$ cat config.mk
export PLATFORM = sky130hd
export DESIGN_NAME = instr_fetch_flat
export DESIGN_NICKNAME = d
export VERILOG_FILES = /design/src/rtl/instr_fetch_if.sv /design/src/rtl/instr_fetch.sv /design/src/flat_wrapper.sv
export SDC_FILE = /design/constraint.sdc
export NUM_CORES = 1
export LEC_CHECK = 0
export ABC_AREA = 1
export BUFFER_PORTS_ARGS = -buffer_cell sky130_fd_sc_hd__buf_2
export CORE_MARGIN = 4
export CORE_UTILIZATION = 40
export CTS_CLUSTER_DIAMETER = 50
export DETAILED_ROUTE_END_ITERATION = 7
export GPL_TIMING_DRIVEN = 1
export PLACE_DENSITY = 0.61
export SLEW_MARGIN = 20
export SYNTH_ARGS = -nofsm -noshare
export SYNTH_HDL_FRONTEND = slang
export SYNTH_SLANG_ARGS = --single-unit
$ cat constraint.sdc
create_clock -name clk -period 3.66 [get_ports clk]
set_input_delay 0.183 -clock clk [delete_from_list [all_inputs] [get_ports clk]]
set_output_delay 0.183 -clock clk [all_outputs]
set_load 0.005 [all_outputs]
$ cat src/rtl/instr_fetch_if.sv
// Fetch-stage bus bundle: instruction-memory read handshake plus the
// valid/ready instruction hand-off to decode.
interface instr_fetch_if;
   logic        imem_req;
   logic [31:0] imem_addr;
   logic        imem_ack;
   logic [31:0] imem_rdata;
   logic [31:0] instr_out;
   logic [31:0] pc_out;
   logic        instr_valid;
   logic        instr_ready;

   modport master (
      output imem_req, imem_addr,
      input  imem_ack, imem_rdata,
      output instr_out, pc_out, instr_valid,
      input  instr_ready
   );

   modport slave (
      input  imem_req, imem_addr,
      output imem_ack, imem_rdata,
      input  instr_out, pc_out, instr_valid,
      output instr_ready
   );
endinterface

$ cat src/rtl/instr_fetch.sv
// Instruction fetch: PC, single-outstanding imem read, instruction register
// with valid/ready to decode, redirect handling and sticky error flags.
module instr_fetch #(
   parameter logic [31:0] RESET_PC    = 32'h0000_0000,
   parameter int unsigned ACK_TIMEOUT = 255
) (
   input  logic          clk,
   input  logic          rst_n,
   input  logic          en,
   input  logic          redirect,
   input  logic [31:0]   redirect_pc,
   instr_fetch_if.master bus,
   output logic          misalign_err,
   output logic          timeout_err
);

   localparam int unsigned CW = ($clog2(ACK_TIMEOUT + 1) < 1) ? 1 : $clog2(ACK_TIMEOUT + 1);
   localparam logic [CW-1:0] LIM = CW'(ACK_TIMEOUT);

   typedef enum logic [1:0] {IDLE, REQ, HOLD, DRAIN} state_t;

   state_t        state, state_d;
   logic [31:0]   pc, pc_d;
   logic [31:0]   addr, addr_d;
   logic [31:0]   instr_q, pc_out_q;
   logic [CW-1:0] wait_cnt, wait_cnt_d;
   logic          capture, start;
   logic          redir, misaligned, waiting;

   assign redir      = redirect && (redirect_pc[1:0] == 2'b00);
   assign misaligned = redirect && (redirect_pc[1:0] != 2'b00);
   assign waiting    = ((state == REQ) || (state == DRAIN)) && !bus.imem_ack;

   // A redirect only retargets pc; the request address is latched separately
   // so an in-flight (draining) request keeps its original address.
   always_comb begin
      state_d = state;
      pc_d    = pc;
      addr_d  = addr;
      capture = 1'b0;
      start   = 1'b0;
      if (redir) pc_d = redirect_pc;
      unique case (state)
         IDLE: begin
            if (en) begin
               state_d = REQ;
               start   = 1'b1;
            end
         end
         REQ: begin
            if (redir) begin
               if (bus.imem_ack) begin
                  state_d = en ? REQ : IDLE;
                  start   = en;
               end else begin
                  state_d = DRAIN;
               end
            end else if (bus.imem_ack) begin
               capture = 1'b1;
               pc_d    = pc + 32'd4;
               state_d = HOLD;
            end
         end
         HOLD: begin
            if (redir || bus.instr_ready) begin
               state_d = en ? REQ : IDLE;
               start   = en;
            end
         end
         DRAIN: begin
            if (bus.imem_ack) begin
               state_d = en ? REQ : IDLE;
               start   = en;
            end
         end
         default: state_d = IDLE;
      endcase
      if (start) addr_d = pc_d;
   end

   always_comb begin
      wait_cnt_d = '0;
      if (waiting) wait_cnt_d = (wait_cnt == LIM) ? wait_cnt : wait_cnt + 1'b1;
   end

   always_ff @(posedge clk or negedge rst_n) begin
      if (!rst_n) begin
         state        <= IDLE;
         pc           <= RESET_PC;
         addr         <= RESET_PC;
         instr_q      <= '0;
         pc_out_q     <= '0;
         wait_cnt     <= '0;
         misalign_err <= 1'b0;
         timeout_err  <= 1'b0;
      end else begin
         state    <= state_d;
         pc       <= pc_d;
         addr     <= addr_d;
         wait_cnt <= wait_cnt_d;
         if (capture) begin
            instr_q  <= bus.imem_rdata;
            pc_out_q <= pc;
         end
         if (misaligned) misalign_err <= 1'b1;
         if (waiting && (wait_cnt_d == LIM)) timeout_err <= 1'b1;
      end
   end

   assign bus.imem_req    = (state == REQ) || (state == DRAIN);
   assign bus.imem_addr   = addr;
   assign bus.instr_out   = instr_q;
   assign bus.pc_out      = pc_out_q;
   assign bus.instr_valid = (state == HOLD);

endmodule

$ cat src/flat_wrapper.sv
// flat-port wrapper written by rule: the top's interface ports become plain ports
module instr_fetch_flat 
#(
   parameter logic [31:0] RESET_PC    = 32'h0000_0000,
   parameter int unsigned ACK_TIMEOUT = 255
)
  (clk, rst_n, en, redirect, redirect_pc, misalign_err, timeout_err, bus_imem_req, bus_imem_addr, bus_imem_ack, bus_imem_rdata, bus_instr_out, bus_pc_out, bus_instr_valid, bus_instr_ready);
  instr_fetch_if bus_i ();
  input  logic clk;
  input  logic rst_n;
  input  logic en;
  input  logic redirect;
  input  logic [31:0] redirect_pc;
  output logic misalign_err;
  output logic timeout_err;
  output wire logic [$bits(bus_i.imem_req)-1:0] bus_imem_req;
  output wire logic [$bits(bus_i.imem_addr)-1:0] bus_imem_addr;
  input wire logic [$bits(bus_i.imem_ack)-1:0] bus_imem_ack;
  input wire logic [$bits(bus_i.imem_rdata)-1:0] bus_imem_rdata;
  output wire logic [$bits(bus_i.instr_out)-1:0] bus_instr_out;
  output wire logic [$bits(bus_i.pc_out)-1:0] bus_pc_out;
  output wire logic [$bits(bus_i.instr_valid)-1:0] bus_instr_valid;
  input wire logic [$bits(bus_i.instr_ready)-1:0] bus_instr_ready;
  assign bus_imem_req = bus_i.imem_req;
  assign bus_imem_addr = bus_i.imem_addr;
  assign bus_i.imem_ack = bus_imem_ack;
  assign bus_i.imem_rdata = bus_imem_rdata;
  assign bus_instr_out = bus_i.instr_out;
  assign bus_pc_out = bus_i.pc_out;
  assign bus_instr_valid = bus_i.instr_valid;
  assign bus_i.instr_ready = bus_instr_ready;
  instr_fetch #(.RESET_PC(RESET_PC), .ACK_TIMEOUT(ACK_TIMEOUT)) u_core (.clk(clk), .rst_n(rst_n), .en(en), .redirect(redirect), .redirect_pc(redirect_pc), .bus(bus_i), .misalign_err(misalign_err), .timeout_err(timeout_err));
endmodule
==> run metrics <==
status=complete, no violations; EDFF count, synth=0; static power due to leakage=4.453 nW; final setup TNS=0 ns; synthesized area divided by synthesized cell count=8.041 µm²; portion of the clock cycle consumed by the worst path in the final layout=61.98%; overall power=6.168 mW; maximum number of pins on one net before global-route repair=86; worst slew margin relative to its limit=47.55%; fraction of synthesized area in multiplexers=0%; number of buffers added on ports=169; io pins=170; peak-usage layer in the global routing report=met2; die extent in y=135.1 µm; weighted congestion at the end of routability-driven global placement=0.8693; Setup Buffers After CTS=0; total CTS buffers=17; via count=5852; GRT Total Usage=20.90%; initial antenna violation count=0; final-stage net count=1076; vias in the first global route=5721; H-tree depth=4; DR pass1 iterations=5; number of instances in the synthesized netlist=804; x dimension of the die=135.1 µm; share of layout cells above drive strength 1=22.62%; die area=18260 µm²; portion of total power attributed to sequential cells=41.2%; initial cell density of the core=40.70%; actual transition at the worst max-transition pin=0.7856 ns; Mapped Area=6465 µm²; number of DRC violations after detailed-routing iteration 0=397; CTS root buf=sky130_fd_sc_hd__clkbuf_16; diodes inserted=0; Final Hold Vio Count=0; peak ir drop on the vdd network=374.5 µV; Gates resized, CTS repair=0; clock latency of the later-clocked register in the worst-skew pair=0.42 ns; net count of the mapped netlist=876; setup slack of the worst register-to-register path=1.39 ns; clk buf depth=2; count of clock tree sinks=140; element type at the critical path start=register; kind of critical path=register to register; time the worst path needs with I/O delays and setup=2.269 ns; highest clock frequency the design can meet=440.8 MHz; wire length of the first global-routing pass=29810 µm; grt met3 use=5.684%; RSZ-0062 raised after global routing=no; switching power=2.201 mW; flops & latches, synth=140; Switching Share=35.69%; total DRC errors in the routed layout=0; internal power=3.967 mW; synthesis warning total=0; synthesized-area fraction occupied by adder cells=0.3871%; combinational power share=31.8%; simple-gate area share of the yosys netlist=30.50%; max-capacitance violation count=0; final-layout worst hold slack=0.02204 ns; GR Layer Usage met1=28.54%; HPWL after detailed placement=12880 µm; wire per inst=15.00 µm; primary flip-flop cell chosen by synthesis mapping=sky130_fd_sc_hd__dfrtp_1; clock slew at the register clock pins of the worst setup and hold paths=0.05 ns; skew final=0.009123 ns; clock network fraction of total power=27.0%; xor/xnor share of the synthesized area=1.219%; worst-path fanout max=50; met2 routing resource usage after global routing=33.46%; clock tree from TritonCTS=yes; cell row count=46; unique cell type count in the Yosys netlist=40; number of pins exceeding their max-slew limit in the final report=0; endpoints failing setup=0; Worst EP required=4.01 ns; average vias per placed instance=4.746; largest family of logic cells by synthesized area=simple AND/OR/NAND/NOR gates; Syn-to-layout area delta=29.82%; Arrival @ worst endpoint=2.62 ns; CP Capture Type=register; remaining number of nets flagged by the antenna check after routing=0; register area share after synthesis=54.19%; core area=15890 µm²; final wirelength=18500 µm; Async S/R FF share, synth=100.0%; classification of the worst-slack hold path=input pin to register; overflow left after global routing=0; Cell Pwr Density=734.9 nW/µm²; area fraction in compound gates after synthesis=7.006%
[what timing repair did]
action / in CTS / in global routing
hold endpoints to repair: 117 / 0
hold buffers: 35 / 0
endpoints found under the setup margin: 0 / 0
[sequential cells by signal, indices dropped and copies added (netlist names)]
signal / flops
u_core.bus.imem_addr: 32
u_core.bus.instr_out: 32
u_core.bus.pc_out: 32
u_core.misalign_err: 1
u_core.pc: 32
u_core.state: 2
u_core.timeout_err: 1
u_core.wait_cnt: 8
[path summary, 6_finish.rpt]
| check | from | to | cells after the start |
|---|---|---|---|
| max | u_core.state[0]$_DFFE_PN0P_ | u_core.bus.instr_out[24]$_DFFE_PN0P_ | 8 |
| min | bus_imem_rdata[20] | u_core.bus.instr_out[20]$_DFFE_PN0P_ | 3 |
| max reg2reg | u_core.state[0]$_DFFE_PN0P_ | u_core.bus.instr_out[24]$_DFFE_PN0P_ | 8 |
| min reg2reg | u_core.timeout_err$_DFFE_PN0P_ | u_core.timeout_err$_DFFE_PN0P_ | 2 |
| max in group asynchronous | rst_n | u_core.pc[30]$_DFF_PN0_ | 3 |
| min in group asynchronous | rst_n | u_core.timeout_err$_DFFE_PN0P_ | 2 |
[synthesized netlist by cell type, drive strengths merged, types with 2 or more instances]
cell type    n  area, µm²
nand2      330       1251
dfrtp      140       3503
inv         72      270.3
nor2        70      316.6
o21ai       52      264.0
nand3       44      240.2
buf         23      135.1
a21oi       13      65.06
nand4       11      68.82
xor2         8      70.07
nor3         7      51.30
a31oi        6      37.54
clkbuf       6      22.52
o211ai       4      30.03
or2          4      25.02
and3         2      12.51
ha           2      25.02
o22ai        2      12.51
[worst max-delay path, cell delays in order (launching register included)]
cell and delay (ns):
sky130_fd_sc_hd__dfrtp_1 0.45, sky130_fd_sc_hd__inv_2 0.12, sky130_fd_sc_hd__nor2_4 0.05, sky130_fd_sc_hd__nand2_4 0.23, sky130_fd_sc_hd__nor2_8 0.07, sky130_fd_sc_hd__inv_2 0.58
sky130_fd_sc_hd__buf_4 0.50, sky130_fd_sc_hd__nand2_1 0.10, sky130_fd_sc_hd__nand2_1 0.08
[through the flow]
stage	setup WS, ns	area (µm²)	std cells	utilization, %
after floorplan	2.099	6465	804	-
after global placement	1.299	7478	1166	47.08
after detailed placement	1.227	7478	1166	47.08
after CTS	1.343	8393	1233	52.84
after global routing	1.106	8393	1233	52.84
final	1.391	8393	1233	52.84
[power by group through the flow]
stage                     combinational (mW)  clock, mW  sequential (mW)
after floorplan                         1.06          0             2.54
after global placement                  1.92          0             2.56
after detailed placement                1.96          0             2.55
after CTS                               2.00       1.70             2.54
after global routing                    2.26       1.77             2.62
final                                   1.96       1.67             2.54
[layout make-up]
cell class / instances / area [µm²]
flip-flops and latches: 140 / 3503
clock inverters: 7 / 88.84
repair buffers: 210 / 1247
well taps: 216 / 270.3
fillers: 1545 / 7492
multi-input cells: 562 / 2532
inverters: 73 / 275.3
clock buffers: 25 / 475.5
[placed cells by master, fill, tap and decap left out, types with 8 or more instances in the layout]
| cell | n |
|---|---|
| sky130_fd_sc_hd__inv_1 | 68 |
| sky130_fd_sc_hd__nand2_1 | 327 |
| sky130_fd_sc_hd__a21oi_1 | 12 |
| sky130_fd_sc_hd__nand3_1 | 40 |
| sky130_fd_sc_hd__dfrtp_1 | 140 |
| sky130_fd_sc_hd__o21ai_0 | 45 |
| sky130_fd_sc_hd__dlygate4sd3_1 | 35 |
| sky130_fd_sc_hd__nor2_1 | 62 |
| sky130_fd_sc_hd__clkbuf_16 | 17 |
| sky130_fd_sc_hd__buf_2 | 168 |
| sky130_fd_sc_hd__nand4_1 | 11 |
| sky130_fd_sc_hd__xor2_1 | 8 |
[metal layers]
layer	part of all wire (%)	vias to the layer above
li1	-	2942
met1	46	2728
met2	46	170
met3	6.6	12
met4	0.88	0
met5	0	-
[kinds of logic (layout without fill, tap and decap cells)]
family	after synthesis	count (layout)
XOR/XNOR	9	9
buffers and inverters	102	315
flip-flops	140	140
AO/OA/AOI/OAI	82	82
AND/OR/NAND/NOR	469	469
adder cells (fa/ha/maj)	2	2
(Power assumes the default switching activity.)
